### config.mk
export PLATFORM = sky130hd
export DESIGN_NAME = aes_round_key_gen_flat
export DESIGN_NICKNAME = d
export VERILOG_FILES = /design/src/rtl/aes_round_key_gen_if.sv /design/src/rtl/aes_round_key_gen.sv /design/src/flat_wrapper.sv
export SDC_FILE = /design/constraint.sdc
export NUM_CORES = 2
export LEC_CHECK = 0
export BUFFER_PORTS_ARGS = -buffer_cell sky130_fd_sc_hd__buf_2
export CAP_MARGIN = 20
export CORE_MARGIN = 2
export CORE_UTILIZATION = 55
export CTS_CLUSTER_DIAMETER = 100
export CTS_CLUSTER_SIZE = 40
export DETAILED_ROUTE_END_ITERATION = 16
export PLACE_DENSITY = 0.74
export SYNTH_ARGS = -nofsm -noshare
export SYNTH_HDL_FRONTEND = slang
export SYNTH_SLANG_ARGS = --single-unit
### constraint.sdc
create_clock -name clk -period 34.3 [get_ports clk]
set_input_delay 1.715 -clock clk [delete_from_list [all_inputs] [get_ports clk]]
set_output_delay 1.715 -clock clk [all_outputs]
set_load 0.005 [all_outputs]
### src/rtl/aes_round_key_gen_if.sv
// Round-key handshake bundle between the key source, aes_round_key_gen and aes_core.
`default_nettype none

interface aes_round_key_gen_if;
  logic         start;
  logic [127:0] key;
  logic         rk_ready;
  logic         rk_valid;
  logic [127:0] rk;
  logic [3:0]   round;
  logic         last;
  logic         busy;

  modport master (
    output start, key, rk_ready,
    input  rk_valid, rk, round, last, busy
  );

  modport slave (
    input  start, key, rk_ready,
    output rk_valid, rk, round, last, busy
  );
endinterface

`default_nettype wire

### src/rtl/aes_round_key_gen.sv
// Sequential AES-128 key schedule: loads a key on start and emits round keys 0..NR
// one per valid/ready handshake, using four one-cycle synchronous S-box lookups.
`default_nettype none

module aes_round_key_gen #(
  parameter int NR = 10
) (
  input  logic                clk,
  input  logic                reset_n,
  aes_round_key_gen_if.slave  bus
);

  typedef enum logic [1:0] {
    IDLE = 2'd0,
    EMIT = 2'd1,
    SUB  = 2'd2,
    CALC = 2'd3
  } state_t;

  localparam logic [3:0] NR_L = 4'(NR);

  state_t       state, state_next;
  logic [127:0] rk_q;
  logic [3:0]   round_q;
  logic [7:0]   rcon;
  logic         rk_valid_q;
  logic         busy_q;
  logic         load_key, accept, load_calc;
  logic [31:0]  sub_addr, sub_word, temp;
  logic [31:0]  w0n, w1n, w2n, w3n;
  logic [7:0]   sub_byte [4];

  function automatic logic [7:0] xtime(input logic [7:0] x);
    return {x[6:0], 1'b0} ^ (x[7] ? 8'h1b : 8'h00);
  endfunction

  function automatic logic [7:0] gmul(input logic [7:0] a, input logic [7:0] b);
    logic [7:0] p;
    logic [7:0] aa;
    p  = 8'h00;
    aa = a;
    for (int i = 0; i < 8; i++) begin
      if (b[i]) p = p ^ aa;
      aa = xtime(aa);
    end
    return p;
  endfunction

  // S-box as GF(2^8) inverse (a^254, which maps 0 to 0) followed by the affine map.
  function automatic logic [7:0] sbox(input logic [7:0] a);
    logic [7:0] sq;
    logic [7:0] inv;
    sq  = a;
    inv = 8'h01;
    for (int i = 0; i < 7; i++) begin
      sq  = gmul(sq, sq);
      inv = gmul(inv, sq);
    end
    return inv ^ {inv[6:0], inv[7]} ^ {inv[5:0], inv[7:6]} ^
           {inv[4:0], inv[7:5]} ^ {inv[3:0], inv[7:4]} ^ 8'h63;
  endfunction

  assign sub_addr = {rk_q[23:0], rk_q[31:24]};

  generate
    for (genvar i = 0; i < 4; i++) begin : g_sbox
      always_ff @(posedge clk or negedge reset_n) begin
        if (!reset_n) sub_byte[i] <= 8'h00;
        else          sub_byte[i] <= sbox(sub_addr[8*i +: 8]);
      end
    end
  endgenerate

  assign sub_word = {sub_byte[3], sub_byte[2], sub_byte[1], sub_byte[0]};
  assign temp     = sub_word ^ {rcon, 24'h000000};
  assign w0n      = rk_q[127:96] ^ temp;
  assign w1n      = rk_q[95:64]  ^ w0n;
  assign w2n      = rk_q[63:32]  ^ w1n;
  assign w3n      = rk_q[31:0]   ^ w2n;

  always_ff @(posedge clk or negedge reset_n) begin
    if (!reset_n) state <= IDLE;
    else          state <= state_next;
  end

  always_comb begin
    state_next = state;
    load_key   = 1'b0;
    accept     = 1'b0;
    load_calc  = 1'b0;
    case (state)
      IDLE: if (bus.start) begin
        load_key   = 1'b1;
        state_next = EMIT;
      end
      EMIT: if (bus.rk_ready) begin
        accept     = 1'b1;
        state_next = (round_q == NR_L) ? IDLE : SUB;
      end
      SUB:  state_next = CALC;
      CALC: begin
        load_calc  = 1'b1;
        state_next = EMIT;
      end
      default: state_next = IDLE;
    endcase
  end

  always_ff @(posedge clk or negedge reset_n) begin
    if (!reset_n) begin
      rk_q       <= '0;
      round_q    <= '0;
      rcon       <= 8'h01;
      rk_valid_q <= 1'b0;
      busy_q     <= 1'b0;
    end else if (load_key) begin
      rk_q       <= bus.key;
      round_q    <= '0;
      rcon       <= 8'h01;
      rk_valid_q <= 1'b1;
      busy_q     <= 1'b1;
    end else if (accept) begin
      rk_valid_q <= 1'b0;
      if (round_q == NR_L) busy_q <= 1'b0;
    end else if (load_calc) begin
      rk_q       <= {w0n, w1n, w2n, w3n};
      round_q    <= round_q + 4'd1;
      rcon       <= xtime(rcon);
      rk_valid_q <= 1'b1;
    end
  end

  assign bus.rk_valid = rk_valid_q;
  assign bus.rk       = rk_q;
  assign bus.round    = round_q;
  assign bus.last     = rk_valid_q && (round_q == NR_L);
  assign bus.busy     = busy_q;

endmodule

`default_nettype wire

### src/flat_wrapper.sv
// flat-port wrapper written by rule: the top's interface ports become plain ports
module aes_round_key_gen_flat 
#(
  parameter int NR = 10
)
  (clk, reset_n, bus_start, bus_key, bus_rk_ready, bus_rk_valid, bus_rk, bus_round, bus_last, bus_busy);
  aes_round_key_gen_if bus_i ();
  input  logic clk;
  input  logic reset_n;
  input wire logic [$bits(bus_i.start)-1:0] bus_start;
  input wire logic [$bits(bus_i.key)-1:0] bus_key;
  input wire logic [$bits(bus_i.rk_ready)-1:0] bus_rk_ready;
  output wire logic [$bits(bus_i.rk_valid)-1:0] bus_rk_valid;
  output wire logic [$bits(bus_i.rk)-1:0] bus_rk;
  output wire logic [$bits(bus_i.round)-1:0] bus_round;
  output wire logic [$bits(bus_i.last)-1:0] bus_last;
  output wire logic [$bits(bus_i.busy)-1:0] bus_busy;
  assign bus_i.start = bus_start;
  assign bus_i.key = bus_key;
  assign bus_i.rk_ready = bus_rk_ready;
  assign bus_rk_valid = bus_i.rk_valid;
  assign bus_rk = bus_i.rk;
  assign bus_round = bus_i.round;
  assign bus_last = bus_i.last;
  assign bus_busy = bus_i.busy;
  aes_round_key_gen #(.NR(NR)) u_core (.clk(clk), .reset_n(reset_n), .bus(bus_i));
endmodule
## After elaboration in Yosys (flattened, before gate mapping)

Cells that the tools add are included.

| storage, ports and cells | value |
|---|---|
| register bits after elaboration | 176 |
| input port bits | 132 |
| output and inout bits | 135 |
| word-level logic and storage cells | 1,646 |

| cells by class | value |
|---|---|
| add/subtract/negate cells | 1 |
| eq/ne operators | 7 |
| muxes and demuxes | 837 |
| bitwise gates (word level) | 782 |
| reduce and logical (&&, ||, !) cells | 9 |

Operators by type and width:

| kind | count |
|---|---|
| 8-bit XOR | 745 |
| 8-bit two-way mux | 423 |
| 5-bit two-way mux | 369 |
| 128-bit two-way mux | 3 |
| 32-bit XOR | 5 |
| 4-bit two-way mux | 7 |
| 7-bit two-way mux | 4 |
| 1-bit inverter (first input constant) | 28 |
| 6-bit two-way mux | 4 |
| 4-bit inverter | 4 |
| 1-bit two-way mux | 15 |
| 2-bit two-way mux | 7 |
| 3-bit two-way mux | 4 |
| 2-bit case mux with 4 select lines | 1 |
| 2-bit AND reduction | 3 |
| 2-bit nonzero test | 3 |
| 4-bit by 1-bit adder with 4-bit output (second input constant) | 1 |
| 2-bit equality test (second input constant) | 2 |
| 4-bit equality test (second input constant) | 1 |
| 2-bit != test (second input constant) | 2 |
| 3-bit nonzero test | 1 |
| 2-bit by 1-bit equality test with 1-bit output (second input constant) | 1 |
| 2-bit logical NOT | 1 |
| 2-bit by 1-bit != test with 1-bit output (second input constant) | 1 |
| 1-bit logical AND | 1 |

## Logic depth before layout (Yosys ltp)

| logic depth | value |
|---|---|
| depth after elaboration | 132 |
| depth in mapped cells | 70 |
| gate-level depth less buffers | 59 |

## Worst setup path before layout

Ideal clock, no wire load.

| path | value |
|---|---|
| path type | register -> register |
| start | register u_core.rk_q[23], in the netlist u_core.bus.rk[23] |
| end | register u_core.sub_byte[5] (netlist name) |
| library setup time | 132 ps |
| arrival time | 14,996 ps |
| data required time | 34,168 ps |
| slack | 19,172 ps |
| cell stages (with the launch flop) | 66 |
| buffers on the path | 11 |
| period minus slack after synthesis | 15,128 ps |
| cell sequence | dfrtp_1 > ha_1 > buf_2 > nand2_1 > xor2_1 > inv_1 > clkbuf_1 > clkbuf_1 > ha_1 > clkbuf_1 > nand2_1 > xnor2_1 > nor2_1 > nor2_1 > inv_1 > buf_1 > ha_1 > clkbuf_1 > [30 not listed] > nand4bb_1 > nor4_1 > xnor2_1 > inv_1 > nand2_1 > xnor3_1 > xnor2_2 > xnor2_1 > clkbuf_1 > nor2_1 > a311o_1 > a21oi_1 > xnor2_1 > xor2_1 > xnor2_1 > xnor2_1 > xnor2_1 > xor2_1 |

| between the ends | value |
|---|---|
| word-level cells in the longest chain between the ends | 129 |
| elaborated cells on any way between the ends | 386 |
| those cells by class | mux (199); bitwise (187) |

RTL lines:

| what | RTL line | source |
|---|---|---|
| start: declaration | aes_round_key_gen.sv:23 | `logic [127:0] rk_q;` |
| start signal: assignment | aes_round_key_gen.sv:117 | `rk_q <= bus.key;` |
| start signal: assignment | aes_round_key_gen.sv:126 | `rk_q <= {w0n, w1n, w2n, w3n};` |
| 5-bit two-way mux or 8-bit two-way mux (tied branches) | aes_round_key_gen.sv:34, aes_round_key_gen.sv:43 |  |
| 8-bit XOR (on tied branches) | aes_round_key_gen.sv:34, aes_round_key_gen.sv:43 |  |
| 8-bit XOR or 8-bit two-way mux (tied branches) | aes_round_key_gen.sv:43 | `if (b[i]) p = p ^ aa;` |
| 8-bit two-way mux or 8-bit XOR (tied branches) | aes_round_key_gen.sv:43 |  |
| 8-bit XOR or 8-bit two-way mux (tied branches) | aes_round_key_gen.sv:43 |  |
| 8-bit two-way mux or 8-bit XOR (tied branches) | aes_round_key_gen.sv:43 |  |
| 8-bit XOR or 8-bit two-way mux (tied branches) | aes_round_key_gen.sv:43 |  |
| 8-bit two-way mux or 8-bit XOR (tied branches) | aes_round_key_gen.sv:43 |  |
| [111 not listed] | -- |  |
| 8-bit two-way mux | aes_round_key_gen.sv:43 |  |
| 8-bit XOR | aes_round_key_gen.sv:43 |  |
| 8-bit two-way mux | aes_round_key_gen.sv:43 |  |
| 8-bit XOR | aes_round_key_gen.sv:43 |  |
| 8-bit two-way mux * | aes_round_key_gen.sv:43 |  |
| 8-bit XOR (3 in series) | aes_round_key_gen.sv:59 | `return inv ^ {inv[6:0], inv[7]} ^ {inv[5:0], inv[7:6]} ^` |
| 8-bit XOR * | aes_round_key_gen.sv:60 | `{inv[4:0], inv[7:5]} ^ {inv[3:0], inv[7:4]} ^ 8'h63;` |
| 4-bit inverter (no line) * | -- |  |
| end signal: indexed assignment | aes_round_key_gen.sv:69 | `else sub_byte[i] <= sbox(sub_addr[8*i +: 8]);` |
| end: declaration | aes_round_key_gen.sv:31 | `logic [7:0] sub_byte [4];` |

Mark *: on every way between the ends. The rest lies on a longest branch, timed or not.
A chain may end at the register's enable or synchronous reset.

## Worst setup path in the final report

Ends and elaborated chain as after synthesis.

==> impl_metrics.prom <==
# TYPE chip_impl_metric gauge
chip_impl_metric{name="setup_viol",unit=""} 0
chip_impl_metric{name="y_dimension_of_the_die",unit="um"} 351
chip_impl_metric{name="num_antenna_cells",unit=""} 0
chip_impl_metric{name="row_count",unit=""} 127
chip_impl_metric{name="post-cts-setup-buffer-count",unit=""} 0
chip_impl_metric{name="finalHoldViolCount",unit=""} 0
chip_impl_metric{name="synth_warnings",unit=""} 0
chip_impl_metric{name="hpwl",unit="um"} 149000
chip_impl_metric{name="clock_tree.htree_level_count",unit=""} 4
chip_impl_info{name="critPathLaunch",value="u_core.bus.rk[23]"} 1
chip_impl_info{name="outcome",value="finished, final reports clean"} 1
chip_impl_metric{name="tritoncts.num_buffers",unit=""} 17
chip_impl_metric{name="synth.yosys.seq_area_share",unit="%"} 6.67
chip_impl_metric{name="start_util",unit="%"} 55.3
chip_impl_metric{name="drive_above_1_share",unit="%"} 10.7
chip_impl_metric{name="largest_net_degree_at_the_start_of_global_routing",unit=""} 115
chip_impl_info{name="worstHoldPathType",value="flop to flop"} 1
chip_impl_metric{name="worst-path-max-fanout",unit=""} 34
chip_impl_info{name="critical_path.reg2reg.startpoint",value="u_core.bus.rk[23]"} 1
chip_impl_metric{name="post_synth_edffs",unit=""} 0
chip_impl_info{name="globalRoute.busiestLayer",value="met2"} 1
chip_impl_metric{name="overall_die_area",unit="um2"} 123000
chip_impl_metric{name="initial_antenna_violation_count",unit=""} 8
chip_impl_metric{name="globalRouteOverflowTotal",unit=""} 0
chip_impl_metric{name="place_congestion",unit=""} 0.949
chip_impl_metric{name="worst_slew_margin_rel",unit="%"} 19.9
chip_impl_metric{name="num-fill-cells",unit=""} 11100
chip_impl_info{name="worstSetupEndpoint",value="u_core.sub_byte[5]"} 1
chip_impl_info{name="clock-root-buffer",value="sky130_fd_sc_hd__clkbuf_16"} 1
chip_impl_metric{name="track_usage",unit="%"} 32.3
chip_impl_metric{name="use_met2",unit="%"} 51.4
chip_impl_info{name="critical_path.startpoint_type",value="flop"} 1
chip_impl_metric{name="globalRouteMet1Util",unit="%"} 44.5
chip_impl_metric{name="deepest_clock_path_buffer_count",unit=""} 2
chip_impl_metric{name="fin_tns_setup",unit="ns"} 0
chip_impl_metric{name="die_boundary_width",unit="um"} 351
chip_impl_info{name="crit_path_frequent_cell",value="sky130_fd_sc_hd__xnor2_1"} 1
chip_impl_info{name="path_class",value="flop to flop"} 1
chip_impl_metric{name="clock_skew",unit="ns"} 0.0338
chip_impl_metric{name="io-pin-count",unit=""} 267
chip_impl_metric{name="worstSkewPairLatency",unit="ns"} 0.54
chip_impl_info{name="grt_setup_unrepaired",value="false"} 1
chip_impl_info{name="slowest_stage",value="sky130_fd_sc_hd__xnor2_1"} 1
chip_impl_metric{name="min_period_over_period",unit="%"} 56.0
chip_impl_metric{name="numClockSinks",unit=""} 176
chip_impl_info{name="cts_tree",value="yes"} 1
chip_impl_metric{name="antenna_left",unit=""} 0
chip_impl_metric{name="detail_route.first_pass.iterations",unit=""} 6
chip_impl_metric{name="area_growth_syn_to_layout",unit="%"} 5.82
chip_impl_metric{name="grt_pass1_vias",unit=""} 60600
chip_impl_metric{name="core_area",unit="um2"} 119000
chip_impl_metric{name="sum_of_routed_wire_length_over_all_layers",unit="um"} 206000
chip_impl_metric{name="final_period_minus_worst_setup_slack",unit="ns"} 19.21
chip_impl_metric{name="worst-r2r-cell-count",unit=""} 60
chip_impl_metric{name="cts.repair.resized",unit=""} 0
chip_impl_metric{name="num-nets-final",unit=""} 9021
chip_impl_metric{name="maxCapViolations",unit=""} 0
chip_impl_metric{name="synthesis.area",unit="um2"} 66100
chip_impl_metric{name="synth-seq-cells",unit=""} 176
chip_impl_metric{name="highest_cell_delay_on_the_worst_timing_path",unit="ns"} 0.85
chip_impl_metric{name="post-place-ws",unit="ns"} 15.33
chip_impl_metric{name="routed_wire_length_per_instance",unit="um"} 19.7
chip_impl_info{name="yosys_most_used_dff",value="sky130_fd_sc_hd__dfrtp_1"} 1
chip_impl_metric{name="postPlaceCellArea",unit="um2"} 69200
chip_impl_metric{name="cts_hold_repair.buffers",unit=""} 0
chip_impl_metric{name="syn_nets",unit=""} 9070
chip_impl_metric{name="synth-async-reset-ratio",unit="%"} 100
chip_impl_metric{name="synth_area_per_cell",unit="um2"} 7.42
chip_impl_info{name="rr_endpoint",value="u_core.sub_byte[5]"} 1
chip_impl_metric{name="syn-instance-count",unit=""} 8904
chip_impl_metric{name="grt_first_pass_wirelength",unit="um"} 328000
chip_impl_metric{name="timing.final.ws_setup",unit="ns"} 15.09
chip_impl_metric{name="timing.final.max_slew_violations",unit=""} 0
chip_impl_metric{name="yosys.cell_types.count",unit=""} 119
chip_impl_metric{name="detail_route.iter0.violations",unit=""} 7627
chip_impl_metric{name="path_clk_slew",unit="ns"} 0.10
chip_impl_metric{name="max_slew.worst_pin.slew",unit="ns"} 1.20
chip_impl_metric{name="gr_met3_demand_resource",unit="%"} 5.88
chip_impl_info{name="setup.worst_path.end_class",value="flop"} 1
chip_impl_metric{name="layout.cell_area.non_filler",unit="um2"} 69900
chip_impl_metric{name="arrival",unit="ns"} 19.67
chip_impl_metric{name="io_buffers",unit=""} 266
chip_impl_metric{name="cp_data_required_time",unit="ns"} 34.75
chip_impl_metric{name="placedCellCount",unit=""} 10400
chip_impl_metric{name="max_clk_rate",unit="MHz"} 52.0
chip_impl_metric{name="post_drt_via_cell_ratio",unit=""} 6.21
chip_impl_metric{name="total_number_of_vias",unit=""} 65100
chip_impl_metric{name="worst-r2r-setup-slack",unit="ns"} 15.09
chip_impl_metric{name="layout.cells.non_filler",unit=""} 10500
chip_impl_metric{name="drcViolationCount",unit=""} 0
routing by layer:
layer / vias up / part of all wire, %
met2: 3247 / 45
li1: 30500 / -
met5: - / 0.039
met3: 443 / 10
met1: 30900 / 42
met4: 12 / 2.6
registers in the layout, indices dropped and copies added (netlist names):
register / flops
u_core.state: 2
u_core.bus.rk: 128
u_core.bus.rk_valid: 1
u_core.bus.round: 4
u_core.sub_byte: 32
u_core.bus.busy: 1
u_core.rcon: 8
area by class of cell:
| type | count | area, um2 | area share, % |
|---|---|---|---|
| well taps | 1612 | 2020 | 2.88 |
| inverters | 105 | 394 | 0.564 |
| clock inverters | 15 | 200 | 0.286 |
| flip-flops and latches | 176 | 4410 | 6.30 |
| repair buffers | 537 | 3400 | 4.86 |
| clock buffers | 17 | 425 | 0.608 |
| multi-input cells | 8018 | 59100 | 84.5 |
cells in the mapped netlist, types with 28 or more instances:
cell type                  count  area share, %
sky130_fd_sc_hd__nand3_1     194            1.5
sky130_fd_sc_hd__buf_1        47           0.27
sky130_fd_sc_hd__or3_1        50           0.47
sky130_fd_sc_hd__nor4_1       49           0.46
sky130_fd_sc_hd__a221oi_1     36           0.48
sky130_fd_sc_hd__o21a_1       38           0.43
sky130_fd_sc_hd__o22ai_1     131            1.2
sky130_fd_sc_hd__ha_1         34           0.64
sky130_fd_sc_hd__o211ai_1     93            1.1
sky130_fd_sc_hd__a31oi_1      74           0.70
sky130_fd_sc_hd__o21ai_0     471            3.6
sky130_fd_sc_hd__xor3_1       40            1.4
sky130_fd_sc_hd__a32oi_1      29           0.38
sky130_fd_sc_hd__nand2b_1     55           0.52
sky130_fd_sc_hd__nand4_1      32           0.30
sky130_fd_sc_hd__dfrtp_1     175            6.6
sky130_fd_sc_hd__buf_2       123           0.93
sky130_fd_sc_hd__nor3_1      238            1.8
sky130_fd_sc_hd__a211oi_1     98            1.1
sky130_fd_sc_hd__xor2_1      533            7.1
sky130_fd_sc_hd__clkbuf_1    394            2.2
sky130_fd_sc_hd__a22oi_1      37           0.42
sky130_fd_sc_hd__buf_4        34           0.39
sky130_fd_sc_hd__nor2_1     1208            6.9
sky130_fd_sc_hd__or2_2        30           0.28
sky130_fd_sc_hd__xnor2_2      93            2.3
sky130_fd_sc_hd__nand2_1    1040            5.9
sky130_fd_sc_hd__mux2_2       52           0.89
sky130_fd_sc_hd__and3_1       48           0.45
sky130_fd_sc_hd__a21o_1       34           0.39
sky130_fd_sc_hd__xor2_2       28           0.69
sky130_fd_sc_hd__o21ai_1      40           0.30
sky130_fd_sc_hd__xnor2_1    1690             22
sky130_fd_sc_hd__o31ai_1      31           0.35
sky130_fd_sc_hd__mux2i_1     186            2.8
sky130_fd_sc_hd__a21oi_1     455            3.4
sky130_fd_sc_hd__and2_1       58           0.55
sky130_fd_sc_hd__inv_1        75           0.43
sky130_fd_sc_hd__nor2b_1      63           0.60
sky130_fd_sc_hd__xnor3_1     280            9.5
logic make-up after synthesis:
group | share of synthesized area (%)
compound gates | 18.2
xor+xnor | 45.2
fa+ha+maj | 0.689
buf+inv | 4.54
flops | 6.67
mux | 3.86
simple gates | 20.8
worst min-delay path by stage:
stage,slack (ns),end,cells after the start,start
2_1_floorplan,0.49,u_core.rcon[0],2,u_core.rcon[0]
3_3_place_gp,0.50,u_core.rcon[0],2,u_core.rcon[0]
3_5_place_dp,0.51,u_core.rcon[0],2,u_core.rcon[0]
4_1_cts,0.52,u_core.rcon[0],2,u_core.rcon[0]
5_1_grt,0.54,u_core.rcon[0],2,u_core.rcon[0]
6_report,0.52,u_core.rcon[0],2,u_core.rcon[0]
worst max-delay path, delay by kind of cell, from the launching register on:
kind	cells	cell delay, ns
AOI/OAI and AO/OA	7	1.88
xor gates and xnor gates	29	9.09
adders and majority gates	5	2.29
buffers and inverters	4	1.51
DFF	1	0.73
muxes	2	0.43
and+or+nand+nor	13	3.12
cells in the final DEF, fill, tap and decap left out, types with 131 or more instances in the layout:
master	synthesis	layout
sky130_fd_sc_hd__mux2i_1	186	186
sky130_fd_sc_hd__nand3_1	194	194
sky130_fd_sc_hd__nor3_1	238	238
sky130_fd_sc_hd__buf_2	123	265
sky130_fd_sc_hd__xnor3_1	280	280
sky130_fd_sc_hd__xnor2_1	1690	1651
sky130_fd_sc_hd__buf_4	34	266
sky130_fd_sc_hd__o21ai_0	471	471
sky130_fd_sc_hd__xnor2_2	93	132
sky130_fd_sc_hd__a21oi_1	455	455
sky130_fd_sc_hd__nor2_1	1208	1208
sky130_fd_sc_hd__xor2_1	533	521
sky130_fd_sc_hd__dfrtp_1	175	175
sky130_fd_sc_hd__o22ai_1	131	131
sky130_fd_sc_hd__nand2_1	1040	1039
per-stage QoR:
step | hold slack [ns] | util, %
2_1_floorplan | 0.488 | -
3_3_place_gp | 0.497 | 57.9
3_5_place_dp | 0.507 | 57.9
4_1_cts | 0.524 | 58.5
5_1_grt | 0.542 | 58.5
6_report | 0.521 | 58.5
Power is left out: the tool's default activity adds up to more than one toggle a clock period on the data nets, which glitch-free logic cannot reach.
